`config.mk`:
```
export PLATFORM = sky130hd
export DESIGN_NAME = pc_sequencer
export DESIGN_NICKNAME = d
export VERILOG_FILES = /design/src/rtl/pc_seq_pkg.sv /design/src/rtl/pc_offset_lut.sv /design/src/rtl/pc_sequencer.sv
export SDC_FILE = /design/constraint.sdc
export NUM_CORES = 1
export LEC_CHECK = 0
export ABC_AREA = 0
export CAP_MARGIN = 20
export CELL_PAD_IN_SITES_DETAIL_PLACEMENT = 1
export CELL_PAD_IN_SITES_GLOBAL_PLACEMENT = 1
export CORE_MARGIN = 3
export CORE_UTILIZATION = 54
export CTS_BUF_LIST = sky130_fd_sc_hd__clkbuf_8
export DETAILED_ROUTE_END_ITERATION = 10
export GPL_ROUTABILITY_DRIVEN = 0
export PLACE_DENSITY_LB_ADDON = 0.15
export SYNTH_ARGS = -nofsm -noshare
export SYNTH_HDL_FRONTEND = slang
export SYNTH_SLANG_ARGS = --single-unit
```
`constraint.sdc`:
```
create_clock -name Clk -period 8.34 [get_ports Clk]
set_input_delay 0.834 -clock Clk [delete_from_list [all_inputs] [get_ports Clk]]
set_output_delay 0.834 -clock Clk [all_outputs]
set_load 0.005 [all_outputs]
```
`src/rtl/pc_seq_pkg.sv`:
```
// pc_seq_pkg -- shared types and constants for the program-counter sequencer.
//   pc_state_t         : sequencer FSM state encoding.
//   DEFAULT_LUT        : reset contents of the branch-offset LUT (12-bit form).
//   default_lut_entry(): sign-extended default for any LUT index (0 if none).
package pc_seq_pkg;

   typedef enum logic [1:0] {
      ST_IDLE  = 2'd0,
      ST_RUN   = 2'd1,
      ST_DONE  = 2'd2,
      ST_FAULT = 2'd3
   } pc_state_t;

   localparam int DEFAULT_LUT_N = 16;

   // Signed offsets: -5, +20, -1, zeros, -130, +13, -120.
   localparam logic signed [11:0] DEFAULT_LUT [DEFAULT_LUT_N] = '{
      12'hFFB, 12'h014, 12'hFFF, 12'h000,
      12'h000, 12'h000, 12'h000, 12'h000,
      12'h000, 12'h000, 12'h000, 12'h000,
      12'h000, 12'hF7E, 12'h00D, 12'hF88
   };

   // Returned as a signed int so callers can size it to any offset width
   // without losing the sign.
   function automatic int default_lut_entry(input int idx);
      int result;
      result = 0;
      if (idx >= 0 && idx < DEFAULT_LUT_N) begin
         result = int'(DEFAULT_LUT[idx[3:0]]);
      end
      return result;
   endfunction

endpackage

```
`src/rtl/pc_offset_lut.sv`:
```
// pc_offset_lut -- branch-offset register file.
//   clk_i, rst_i  : clock, asynchronous active-high reset (reloads defaults).
//   we_i, waddr_i, wdata_i : single write port, effective after the edge.
//   raddr_i, rdata_o       : combinational read port (sees the pre-write value
//                            in the same cycle as a write to that index).
module pc_offset_lut
   import pc_seq_pkg::*;
#(
   parameter int D     = 12,
   parameter int DEPTH = 16,
   parameter int IDX_W = $clog2(DEPTH)
) (
   input  logic             clk_i,
   input  logic             rst_i,
   input  logic             we_i,
   input  logic [IDX_W-1:0] waddr_i,
   input  logic [D-1:0]     wdata_i,
   input  logic [IDX_W-1:0] raddr_i,
   output logic [D-1:0]     rdata_o
);

   logic [D-1:0] mem_q [DEPTH];

   always_ff @(posedge clk_i or posedge rst_i) begin
      if (rst_i) begin
         // Entries beyond the default table load as zero.
         for (int i = 0; i < DEPTH; i++) begin
            mem_q[i] <= D'(default_lut_entry(i));
         end
      end else if (we_i) begin
         mem_q[waddr_i] <= wdata_i;
      end
   end

   assign rdata_o = mem_q[raddr_i];

endmodule

```
`src/rtl/pc_sequencer.sv`:
```
// pc_sequencer -- program counter with relative branch, call/return and
// halt/fault control.
//   Clk, Reset        : clock, asynchronous active-high reset.
//   start             : (re)start execution at PC 0 from IDLE/DONE/FAULT.
//   branch_en, call, ret, halt : RUN-state controls (priority halt > ret >
//                       call > branch_en > increment).
//   immOrLUT, pc_ctrl_input : offset source (LUT index or signed immediate).
//   lut_we, lut_waddr, lut_wdata : offset LUT write port (any state).
//   prog_ctr, sp      : registered PC and return-stack occupancy.
//   running, done, fault : registered state flags.
module pc_sequencer
   import pc_seq_pkg::*;
#(
   parameter int D           = 12,
   parameter int LUT_DEPTH   = 16,
   parameter int IDX_W       = $clog2(LUT_DEPTH),
   parameter int STACK_DEPTH = 4
) (
   input  logic                             Clk,
   input  logic                             Reset,
   input  logic                             start,
   input  logic                             branch_en,
   input  logic                             call,
   input  logic                             ret,
   input  logic                             halt,
   input  logic                             immOrLUT,
   input  logic [IDX_W-1:0]                 pc_ctrl_input,
   input  logic                             lut_we,
   input  logic [IDX_W-1:0]                 lut_waddr,
   input  logic [D-1:0]                     lut_wdata,
   output logic [D-1:0]                     prog_ctr,
   output logic                             running,
   output logic                             done,
   output logic                             fault,
   output logic [$clog2(STACK_DEPTH+1)-1:0] sp
);

   localparam int SP_W   = $clog2(STACK_DEPTH+1);
   localparam int STK_IW = (STACK_DEPTH > 1) ? $clog2(STACK_DEPTH) : 1;

   pc_state_t        state_q;
   logic [D-1:0]     pc_q;
   logic [SP_W-1:0]  sp_q;
   logic             running_q, done_q, fault_q;
   logic [D-1:0]     stack_q [STACK_DEPTH];

   logic [D-1:0]      lut_rdata;
   logic [D-1:0]      offset_d;
   logic [D-1:0]      pc_inc_d;
   logic [D-1:0]      pc_br_d;
   logic              stack_full, stack_empty;
   logic [STK_IW-1:0] push_idx, pop_idx;
   logic              push_d;

   pc_offset_lut #(
      .D     (D),
      .DEPTH (LUT_DEPTH),
      .IDX_W (IDX_W)
   ) u_lut (
      .clk_i   (Clk),
      .rst_i   (Reset),
      .we_i    (lut_we),
      .waddr_i (lut_waddr),
      .wdata_i (lut_wdata),
      .raddr_i (pc_ctrl_input),
      .rdata_o (lut_rdata)
   );

   // Size cast of a signed operand sign-extends the immediate.
   assign offset_d    = immOrLUT ? lut_rdata : D'($signed(pc_ctrl_input));
   assign pc_inc_d    = pc_q + D'(1);
   assign pc_br_d     = pc_q + offset_d;
   assign stack_full  = (sp_q == SP_W'(STACK_DEPTH));
   assign stack_empty = (sp_q == '0);
   assign push_idx    = STK_IW'(sp_q);
   assign pop_idx     = STK_IW'(sp_q - SP_W'(1));

   // A call pushes only when it wins the priority and the stack has room.
   assign push_d = (state_q == ST_RUN) && !halt && !ret && call && !stack_full;

   always_ff @(posedge Clk or posedge Reset) begin
      if (Reset) begin
         state_q   <= ST_IDLE;
         pc_q      <= '0;
         sp_q      <= '0;
         running_q <= 1'b0;
         done_q    <= 1'b0;
         fault_q   <= 1'b0;
      end else begin
         case (state_q)
            ST_IDLE, ST_DONE, ST_FAULT: begin
               if (start) begin
                  state_q   <= ST_RUN;
                  pc_q      <= '0;
                  sp_q      <= '0;
                  running_q <= 1'b1;
                  done_q    <= 1'b0;
                  fault_q   <= 1'b0;
               end
            end
            ST_RUN: begin
               if (halt) begin
                  state_q   <= ST_DONE;
                  running_q <= 1'b0;
                  done_q    <= 1'b1;
               end else if (ret) begin
                  if (stack_empty) begin
                     state_q   <= ST_FAULT;
                     running_q <= 1'b0;
                     fault_q   <= 1'b1;
                  end else begin
                     pc_q <= stack_q[pop_idx];
                     sp_q <= sp_q - SP_W'(1);
                  end
               end else if (call) begin
                  if (stack_full) begin
                     state_q   <= ST_FAULT;
                     running_q <= 1'b0;
                     fault_q   <= 1'b1;
                  end else begin
                     pc_q <= pc_br_d;
                     sp_q <= sp_q + SP_W'(1);
                  end
               end else if (branch_en) begin
                  pc_q <= pc_br_d;
               end else begin
                  pc_q <= pc_inc_d;
               end
            end
            default: begin
               state_q   <= ST_IDLE;
               running_q <= 1'b0;
               done_q    <= 1'b0;
               fault_q   <= 1'b0;
            end
         endcase
      end
   end

   // Stack storage needs no reset: sp alone says which entries are live.
   always_ff @(posedge Clk) begin
      if (push_d) begin
         stack_q[push_idx] <= pc_inc_d;
      end
   end

   assign prog_ctr = pc_q;
   assign sp       = sp_q;
   assign running  = running_q;
   assign done     = done_q;
   assign fault    = fault_q;

endmodule

```
==> results of run 1 <==
[sequential cells by signal (all words and copies together), names as in the netlist]
| register | flops |
|---|---|
| u_lut.mem_q | 192 |
| stack_q | 48 |
| prog_ctr | 12 |
| sp | 3 |
| state_q | 2 |
| done | 1 |
| fault | 1 |
| running | 1 |
[per-layer routing]
| metal | up-vias | routed length (µm) | GRT usage |
|---|---|---|---|
| met5 | - | 0 | 0 |
| met4 | 0 | 544 | 0.0661 |
| met3 | 48 | 1250 | 0.0418 |
| met2 | 145 | 15000 | 0.422 |
| met1 | 3887 | 12100 | 0.316 |
| li1 | 3219 | - | - |
[final cells by class]
type / instances / area share
Clock buffer: 56 / 0.0556
Clock inverter: 26 / 0.00803
Inverter: 8 / 0.00271
Multi-Input combinational cell: 500 / 0.380
Sequential cell: 260 / 0.490
Tap cell: 280 / 0.0253
Timing Repair Buffer: 58 / 0.0386
[power by group]
group	total [mW]	internal (mW)	leakage, nW	switching (mW)
clock network	1.10	0.604	0.524	0.500
registers	1.81	1.62	2.97	0.187
logic	0.972	0.534	2.27	0.438
[critical path, stage by stage]
cell and delay [ps]:
sky130_fd_sc_hd__buf_2 550, sky130_fd_sc_hd__buf_4 570, sky130_fd_sc_hd__mux4_2 580, sky130_fd_sc_hd__mux2_2 310, sky130_fd_sc_hd__a21oi_1 170, sky130_fd_sc_hd__a21oi_1 100, sky130_fd_sc_hd__ha_1 350, sky130_fd_sc_hd__o21a_1 200
sky130_fd_sc_hd__o21a_1 170, sky130_fd_sc_hd__o22a_1 240, sky130_fd_sc_hd__a31oi_1 270, sky130_fd_sc_hd__xor2_1 190, sky130_fd_sc_hd__a211oi_1 90, sky130_fd_sc_hd__a21o_1 160
[worst max-delay path by stage]
stage | from | end | slack [ps] | cells past startpoint
6_report | pc_ctrl_input[0] | prog_ctr[9] | 3970 | 14
4_1_cts | pc_ctrl_input[0] | prog_ctr[9] | 3950 | 14
3_5_place_dp | pc_ctrl_input[0] | prog_ctr[9] | 3370 | 14
2_1_floorplan | Reset | done | 1780 | 1
5_1_grt | pc_ctrl_input[0] | prog_ctr[9] | 3740 | 14
3_3_place_gp | pc_ctrl_input[0] | prog_ctr[9] | 3510 | 14
[kinds of logic (layout without fill, tap and decap cells)]
family,count (synthesis),after routing,share of synthesized area
fa+ha+maj,19,19,0.0199
compound gates,91,91,0.0459
flops,260,260,0.551
xor+xnor,20,20,0.0142
mux,278,278,0.310
simple gates,92,92,0.0364
buf+inv,63,148,0.0227
[synthesized netlist by cell type (9+ instances only)]
cell | number | area, µm²
sky130_fd_sc_hd__mux4_2 | 54 | 1220
sky130_fd_sc_hd__mux2i_1 | 13 | 130
sky130_fd_sc_hd__nand2_1 | 23 | 86.3
sky130_fd_sc_hd__edfxtp_1 | 48 | 1440
sky130_fd_sc_hd__xnor2_1 | 11 | 96.3
sky130_fd_sc_hd__nor2_1 | 26 | 97.6
sky130_fd_sc_hd__o21ai_0 | 14 | 70.1
sky130_fd_sc_hd__dfstp_2 | 44 | 1160
sky130_fd_sc_hd__clkbuf_1 | 34 | 128
sky130_fd_sc_hd__dfrtp_1 | 168 | 4200
sky130_fd_sc_hd__ha_1 | 18 | 225
sky130_fd_sc_hd__buf_2 | 11 | 55.1
sky130_fd_sc_hd__xor2_1 | 9 | 78.8
sky130_fd_sc_hd__mux2_2 | 204 | 2300
sky130_fd_sc_hd__a21oi_1 | 35 | 175
[through the flow]
stage	power (mW)	utilization	area [µm²]	cells
5_1_grt	4.10	0.626	13900	1188
6_report	3.88	0.626	13900	1188
2_1_floorplan	2.47	-	12300	823
3_3_place_gp	2.71	0.586	13000	1106
4_1_cts	3.92	0.626	13900	1188
3_5_place_dp	2.80	0.586	13000	1106
[layout by cell type, fill, tap and decap left out, drive strengths merged, types with 4 or more instances in the layout]
master,netlist,layout
clkbuf,34,56
nand2b,6,6
a21oi,36,36
o21ai,14,14
dfrtp,168,168
inv,8,27
buf,21,15
a211oi,7,7
dfstp,44,44
nand3b,4,4
mux2i,13,13
a21o,8,8
and3,5,5
nor2,26,26
nand3,8,8
clkdlybuf4s50,0,43
ha,18,18
clkinv,0,5
and2,7,7
mux2,204,204
a31oi,5,5
xnor2,11,11
nand2,23,23
xor2,9,9
mux4,61,61
edfxtp,48,48
==> summary.md, run 1 <==
| Metric | Value |
|---|---|
| Outcome | `completed` |
| Chip height | `157 µm` |
| Count of flip-flops with a built-in enable after synthesis | `48` |
| Proportion of layout cells with a drive suffix above 1 | `0.424` |
| CTS clk-pin slew, worst paths | `60 ps` |
| Endpoint with the worst hold slack | `u_lut.mem_q[179]` |
| Max Cap Violations | `0` |
| Sequential element share of the synthesized area | `0.551` |
| Area of the multi-input gates | `0.00527 mm²` |
| WHS Path Cells | `1` |
| Total negative slack | `0 ps` |
| Required arrival time at the worst endpoint | `8770 ps` |
| Number of primary I/O pins | `47` |
| Arr. time, crit path | `4810 ps` |
| H-tree Lvls | `2` |
| Per-instance average area after synthesis | `15.0 µm²` |
| Setup repair after global routing missed its margin | `false` |
| Mapped Nets | `871` |
| DRC violation count after routing | `0` |
| TritonCTS clock tree | `built` |
| Maximum net fanout on the critical path | `28` |
| Count of TritonRoute iterations in the first routing pass | `4` |
| Critical path launch point type | `input port` |
| Number of nets at the end of the flow | `920` |
| Number of antenna diodes | `0` |
| Depth of the worst register-to-register path | `12` |
| Worst reg2reg endpoint | `prog_ctr[6]` |
| Max frequency | `229 MHz` |
| Die area | `0.0247 mm²` |
| Wire length per cell after detailed routing | `24.3 µm` |
| Number of filler cells placed in the layout | `2035` |
| FF/Latch Area | `0.00680 mm²` |
| Count of input and output buffers | `46` |
| P_leak | `5.77 nW` |
| Worst ir drop on vdd | `0.184 mV` |
| CTS Root Cell | `sky130_fd_sc_hd__clkbuf_8` |
| Ys Warns | `0` |
| Remaining max-slew budget at the tightest pin | `0.262` |
| Synthesized flop and latch total | `260` |
| Initial DRC count | `302` |
| Global route overflow | `0` |
| Wire length of the first global-routing pass | `46.2 mm` |
| Cts-stage hold buffer count | `0` |
| Skew-Pair Late Insertion Delay | `540 ps` |
| Max-slew violation total from the final report | `0` |
| Crit end category | `flop` |
| Final worst path period need | `4370 ps` |
| Pin count of the biggest net entering global routing | `146` |
| CTS buffer count | `44` |
| Core Rows | `54` |
| Start point of the worst min-delay path | `u_lut.mem_q[179]` |
| Share of flip-flops with an asynchronous set or reset | `0.815` |
| Category of the most critical setup path | `in -> reg` |
| Worst-case register-to-register setup slack | `4730 ps` |
| Final hold violations | `0` |
| Count of distinct cell types in the synthesized netlist | `52` |
| Number of buffers inserted to repair setup after CTS | `0` |
| Cell Area, Synth | `0.0123 mm²` |
| Share of the clock period used by the worst path | `0.524` |
| DP HPWL | `19.1 mm` |
| Tightest Pin Transition | `1110 ps` |
| Via count of the first global-routing pass | `8082` |
| GRT Util Overall | `0.242` |
| Area Growth Syn to Fin | `12.4%` |
| Initial cell density of the core | `0.557` |
| Placeable core region | `0.0222 mm²` |
| Final setup skew | `18.4 ps` |
| Chip Width | `157 µm` |
| Post-placement setup slack | `3370 ps` |
| Number of setup violations in the final report | `0` |
| Count of antenna-violating nets left after detailed routing | `0` |
| Number of cells upsized or downsized after cts | `0` |
| Hold crit path type | `reg -> reg` |
| Number of cells produced by synthesis | `823` |
| Top_reg_cell synth | `sky130_fd_sc_hd__dfrtp_1` |
| Hold Worst Slack | `496 ps` |
| Drt total wl | `28.9 mm` |
| Clock tree sinks | `260` |
| Clock Path Buffers | `3` |
| Drt via density | `6.14` |
| Total via count in the routed design | `7299` |
| Slack of the critical path | `3970 ps` |
| Launching point of the worst reg2reg path | `u_lut.mem_q[96]` |
| Number of antenna violations at the first check in global routing | `0` |
| P per Cell Area | `280 mW/mm²` |
(Power assumes the default switching activity.)
==> inputs of run 2 (changes only) <==
--- a/config.mk
+++ b/config.mk
@@ -10,7 +10,7 @@
 export CELL_PAD_IN_SITES_DETAIL_PLACEMENT = 1
 export CELL_PAD_IN_SITES_GLOBAL_PLACEMENT = 1
 export CORE_MARGIN = 3
-export CORE_UTILIZATION = 54
+export CORE_UTILIZATION = 49
 export CTS_BUF_LIST = sky130_fd_sc_hd__clkbuf_8
 export DETAILED_ROUTE_END_ITERATION = 10
 export GPL_ROUTABILITY_DRIVEN = 0
==> constraint.sdc (replaced) <==
create_clock -name Clk -period 3.7 [get_ports Clk]
set_input_delay 0.37 -clock Clk [delete_from_list [all_inputs] [get_ports Clk]]
set_output_delay 0.37 -clock Clk [all_outputs]
set_load 0.005 [all_outputs]
==> run 2 against run 1 <==
Clock-buffer cell count shrank 7. Sequential cell count unchanged. Critical path type is now reg -> reg. Design area grew 1.6%.
==> summary.md, run 2 (same netlist as run 1, synthesis figures left out) <==
| Metric | Value |
|---|---|
| Chip Width | `165 µm` |
| P_leak | `5.88 nW` |
| Count of antenna-violating nets left after detailed routing | `0` |
| Number of filler cells placed in the layout | `2334` |
| Number of flip-flops under the largest register name | `192` |
| Worst-case register-to-register setup slack | `250 ps` |
| Gate power share | `0.261` |
| Internal power consumption | `6.19 mW` |
| Number of primary I/O pins | `47` |
| Number of antenna diodes | `0` |
| Skew-Pair Late Insertion Delay | `550 ps` |
| Hold crit path type | `in -> async` |
| Area Growth Syn to Fin | `14.2%` |
| Final hold violations | `0` |
| DRC violation count after routing | `0` |
| Proportion of layout cells with a drive suffix above 1 | `0.431` |
| Leading cell types in the layout, fill and taps excluded | `sky130_fd_sc_hd__mux2_2 (204), sky130_fd_sc_hd__dfrtp_1 (168), sky130_fd_sc_hd__mux4_2 (54)` |
| Wire length of the first global-routing pass | `48.1 mm` |
| Final worst path period need | `3450 ps` |
| Proportion of total power due to net switching | `0.292` |
| Count of TritonRoute iterations in the first routing pass | `4` |
| Most common cell after layout, fill and taps aside | `sky130_fd_sc_hd__mux2_2` |
| TritonCTS clock tree | `built` |
| Overall power | `8.75 mW` |
| Chip height | `165 µm` |
| Final cell utilization of the core | `0.575` |
| Non-Filler Instances | `1256` |
| Maximum net fanout on the critical path | `3` |
| CTS buffer count | `44` |
| Core Rows | `57` |
| Die area | `0.0271 mm²` |
| Largest register by flop count | `u_lut.mem_q` |
| Global route overflow | `0` |
| Area of the multi-input gates | `0.00527 mm²` |
| Critical Path Sink | `prog_ctr[10]` |
| P per Cell Area | `621 mW/mm²` |
| Placeable core region | `0.0245 mm²` |
| Pin count of the biggest net entering global routing | `183` |
| Arr. time, crit path | `3920 ps` |
| Number of antenna violations at the first check in global routing | `1` |
| Setup repair after global routing missed its margin | `false` |
| Initial cell density of the core | `0.503` |
| Worst ir drop on vdd | `0.268 mV` |
| Via count of the first global-routing pass | `8283` |
| Required arrival time at the worst endpoint | `4170 ps` |
| GRT Util Overall | `0.235` |
| Outcome | `completed` |
| Number of buffers inserted to repair setup after CTS | `0` |
| Max Cap Violations | `0` |
| Category of the most critical setup path | `reg -> reg` |
| DP HPWL | `20.3 mm` |
| Max-slew violation total from the final report | `0` |
| Initial DRC count | `409` |
| Drt total wl | `30.8 mm` |
| Clock tree sinks | `260` |
| Worst reg2reg endpoint | `prog_ctr[10]` |
| CTS clk-pin slew, worst paths | `60 ps` |
| CTS Root Cell | `sky130_fd_sc_hd__clkbuf_8` |
| Max frequency | `289 MHz` |
| Launch point of the worst path | `u_lut.mem_q[0]` |
| Clock Path Buffers | `3` |
| FF/Latch Area | `0.00680 mm²` |
| Remaining max-slew budget at the tightest pin | `0.285` |
| Relative contribution of the clock network to total power | `0.277` |
| Drt via density | `5.85` |
| Number of cells upsized or downsized after cts | `0` |
| Number of setup violations in the final report | `0` |
| H-tree Lvls | `2` |
| Cts-stage hold buffer count | `0` |
| Tightest Pin Transition | `1070 ps` |
| Total via count in the routed design | `7351` |
| Crit end category | `flop` |
| Depth of the worst register-to-register path | `12` |
| Final setup skew | `27.6 ps` |
| Switch Pwr | `2.56 mW` |
| Launching point of the worst reg2reg path | `u_lut.mem_q[0]` |
| Cells after DPL | `1175` |
| Number of nets at the end of the flow | `945` |
| Critical path launch point type | `flop` |
| Total negative slack | `0 ps` |
| Share of the clock period used by the worst path | `0.934` |
| Wire length per cell after detailed routing | `24.5 µm` |
| Fraction of power consumed by sequential logic | `0.462` |
| Count of input and output buffers | `46` |
[run 2: worst min path at each step]
stage	endpoint	slack, ps	startpoint	cells past startpoint
floorplan	state_q[0]	450	halt	1
global placement	fault	470	fault	2
detailed placement	fault	480	fault	2
CTS	state_q[0]	50	Reset	2
global route	u_lut.mem_q[59]	70	Reset	2
finish	u_lut.mem_q[71]	80	Reset	2
[run 2: area by class of cell]
type | count | share of cell area
sequential | 260 | 0.482
multi-input combinational | 500 | 0.374
tap | 324 | 0.0287
inverter | 8 | 0.00240
clock inverter | 32 | 0.0112
timing repair buffer | 83 | 0.0539
clock buffer | 49 | 0.0478
[run 2: power by group through the flow]
stage,registers (mW),clock network (mW),logic (mW)
floorplan,3.94,0,1.62
global placement,4.02,0,2.16
detailed placement,4.09,0,2.29
CTS,4.04,2.49,2.31
global route,4.11,2.65,2.51
finish,4.04,2.42,2.29
[run 2: worst max-delay path, stage by stage, from the launching register on]
cell and delay (ps):
sky130_fd_sc_hd__dfrtp_1 380, sky130_fd_sc_hd__mux4_2 470, sky130_fd_sc_hd__mux4_2 480, sky130_fd_sc_hd__mux2_2 310
sky130_fd_sc_hd__ha_1 230, sky130_fd_sc_hd__fa_1 400, sky130_fd_sc_hd__a21o_1 180, sky130_fd_sc_hd__a21oi_2 180
sky130_fd_sc_hd__o21a_1 170, sky130_fd_sc_hd__o31ai_1 90, sky130_fd_sc_hd__xnor2_1 130, sky130_fd_sc_hd__a211oi_1 230
sky130_fd_sc_hd__a21o_1 110
[run 2: metal layers]
| metal | GRT usage | part of all wire |
|---|---|---|
| met1 | 0.302 | 0.42 |
| met5 | 0 | 0.00042 |
| met3 | 0.0399 | 0.035 |
| met4 | 0.0518 | 0.015 |
| met2 | 0.419 | 0.53 |
[run 2: stage by stage]
step	cell area, µm²	hold slack (ps)	setup WS (ps)
2_1_floorplan	12300	455	59.9
3_3_place_gp	13300	471	48.1
3_5_place_dp	13300	481	-60.9
4_1_cts	14100	51.3	162
5_1_grt	14100	71.3	24.9
6_report	14100	77.0	245
==> inputs of run 3 (changes only) <==
--- a/config.mk
+++ b/config.mk
@@ -10,7 +10,7 @@
 export CELL_PAD_IN_SITES_DETAIL_PLACEMENT = 1
 export CELL_PAD_IN_SITES_GLOBAL_PLACEMENT = 1
 export CORE_MARGIN = 3
-export CORE_UTILIZATION = 49
+export CORE_UTILIZATION = 58
 export CTS_BUF_LIST = sky130_fd_sc_hd__clkbuf_8
 export DETAILED_ROUTE_END_ITERATION = 10
 export GPL_ROUTABILITY_DRIVEN = 0
==> constraint.sdc (replaced) <==
create_clock -name Clk -period 4.3 [get_ports Clk]
set_input_delay 0.43 -clock Clk [delete_from_list [all_inputs] [get_ports Clk]]
set_output_delay 0.43 -clock Clk [all_outputs]
set_load 0.005 [all_outputs]
==> run 3 against run 2 <==
Fmax fell by 4.7%. Worst hold slack improved by 230 ps. First-iteration DRC count decreased by 4.2%. Via count increased by 2.8%. Die area decreased by 15%. Clock-buffer cell count up 7. Sequential cell count did not move. Critical endpoint is now prog_ctr[9]. Largest cell class unchanged. Largest power group unchanged. Highest routed layer is now met4.
==> summary.md, run 3 (same netlist as run 1, synthesis figures left out) <==
| Metric | Value |
|---|---|
| Count of input and output buffers | `46` |
| Number of buffers inserted to repair setup after CTS | `0` |
| Hold crit path type | `in -> async` |
| Largest register by flop count | `u_lut.mem_q` |
| Crit end category | `flop` |
| Total via count in the routed design | `7557` |
| Non-Filler Instances | `1182` |
| CTS clk-pin slew, worst paths | `60 ps` |
| DP HPWL | `21.0 mm` |
| Chip height | `152 µm` |
| Number of antenna violations at the first check in global routing | `0` |
| Count of antenna-violating nets left after detailed routing | `0` |
| Number of flip-flops under the largest register name | `192` |
| Post-placement setup slack | `330 ps` |
| P_leak | `5.81 nW` |
| Most common cell after layout, fill and taps aside | `sky130_fd_sc_hd__mux2_2` |
| Area Growth Syn to Fin | `13.0%` |
| Arr. time, crit path | `4110 ps` |
| Number of nets at the end of the flow | `926` |
| Final hold violations | `0` |
| Core Rows | `52` |
| Setup repair after global routing missed its margin | `false` |
| Chip Width | `152 µm` |
| Skew-Pair Late Insertion Delay | `540 ps` |
| Initial cell density of the core | `0.600` |
| Pin count of the biggest net entering global routing | `105` |
| Category of the most critical setup path | `reg -> reg` |
| Number of setup violations in the final report | `0` |
| TritonCTS clock tree | `built` |
| Wire length per cell after detailed routing | `27.6 µm` |
| Cells after DPL | `1103` |
| Slack of the critical path | `674 ps` |
| Via count of the first global-routing pass | `8552` |
| Clock tree sinks | `260` |
| Outcome | `completed` |
| DRC violation count after routing | `0` |
| Maximum net fanout on the critical path | `3` |
| Max-slew violation total from the final report | `0` |
| Drt via density | `6.39` |
| Remaining max-slew budget at the tightest pin | `0.243` |
| GRT Util Overall | `0.284` |
| H-tree Lvls | `2` |
| Total negative slack | `0 ps` |
| Clock Path Buffers | `3` |
| Share of the clock period used by the worst path | `0.843` |
| Drt total wl | `32.6 mm` |
| Number of antenna diodes | `0` |
| Number of primary I/O pins | `47` |
| Wire length of the first global-routing pass | `50.9 mm` |
| Leading cell types in the layout, fill and taps excluded | `sky130_fd_sc_hd__mux2_2 (204), sky130_fd_sc_hd__dfrtp_1 (168), sky130_fd_sc_hd__clkbuf_8 (56)` |
| Die area | `0.0231 mm²` |
| P per Cell Area | `546 mW/mm²` |
| Final setup skew | `22.5 ps` |
| Hold Worst Slack | `308 ps` |
| Tightest Pin Transition | `1130 ps` |
| Critical path launch point type | `flop` |
| Proportion of layout cells with a drive suffix above 1 | `0.433` |
| Initial DRC count | `392` |
| Final std cell area, no fill | `0.0140 mm²` |
| Area of placed instances | `0.0131 mm²` |
| CTS buffer count | `43` |
| Max frequency | `276 MHz` |
| CTS Root Cell | `sky130_fd_sc_hd__clkbuf_8` |
| Global route overflow | `0` |
| Max Cap Violations | `0` |
| Number of cells upsized or downsized after cts | `0` |
| Cts-stage hold buffer count | `0` |
| Placeable core region | `0.0206 mm²` |
| Final worst path period need | `3630 ps` |
| Required arrival time at the worst endpoint | `4780 ps` |
| Worst ir drop on vdd | `0.304 mV` |
| Count of TritonRoute iterations in the first routing pass | `5` |
## run 3: worst paths after layout
| kind | start | endpoint | slack (ps) | cells after the start |
|---|---|---|---|---|
| worst max-delay path | u_lut.mem_q[48] | prog_ctr[9] | 670 | 11 |
| worst min-delay path | Reset | state_q[0] | 310 | 2 |
| worst max register to register | u_lut.mem_q[48] | prog_ctr[9] | 670 | 11 |
| worst min register to register | u_lut.mem_q[21] | u_lut.mem_q[21] | 500 | 1 |
| max in group asynchronous | Reset | u_lut.mem_q[172] | 3060 | 3 |
| min in group Clk | u_lut.mem_q[21] | u_lut.mem_q[21] | 500 | 1 |
## run 3: metal layers
| metal | wire length, µm | global-route usage | up-vias |
|---|---|---|---|
| met4 | 986 | 0.0929 | 0 |
| li1 | - | - | 3217 |
| met5 | 0 | 0 | - |
| met1 | 13000 | 0.355 | 4023 |
| met2 | 17200 | 0.512 | 245 |
| met3 | 1420 | 0.0412 | 72 |
## run 3: final cells by class
type                    count  area, µm²
clock buffers              56        771
clock inverters            23       90.1
fillers                  1828       6600
inverters                   8       33.8
multi-input cells         500       5280
flip-flops and latches    260       6800
well taps                 270        338
repair buffers             65        638
## run 3: critical path: stages, from the launching register on
cell and delay [ps]:
sky130_fd_sc_hd__dfrtp_1 400, sky130_fd_sc_hd__mux4_2 470, sky130_fd_sc_hd__mux4_2 490, sky130_fd_sc_hd__mux2_2 280
sky130_fd_sc_hd__ha_1 220, sky130_fd_sc_hd__a211oi_1 310, sky130_fd_sc_hd__o21bai_1 170, sky130_fd_sc_hd__o22a_1 240
sky130_fd_sc_hd__a31oi_1 250, sky130_fd_sc_hd__xor2_1 150, sky130_fd_sc_hd__a211oi_1 440, sky130_fd_sc_hd__a21o_1 150
## run 3: through the flow
stage | utilization | total power, mW
final | 0.679 | 7.62
after global routing | 0.679 | 8.00
after CTS | 0.679 | 7.66
after detailed placement | 0.637 | 5.50
after global placement | 0.637 | 5.28
after floorplan | - | 4.78
## run 3: report_power, final
| group | switching [mW] | internal (mW) |
|---|---|---|
| sequential | 0.353 | 3.14 |
| combinational | 0.940 | 1.06 |
| clock | 0.962 | 1.16 |
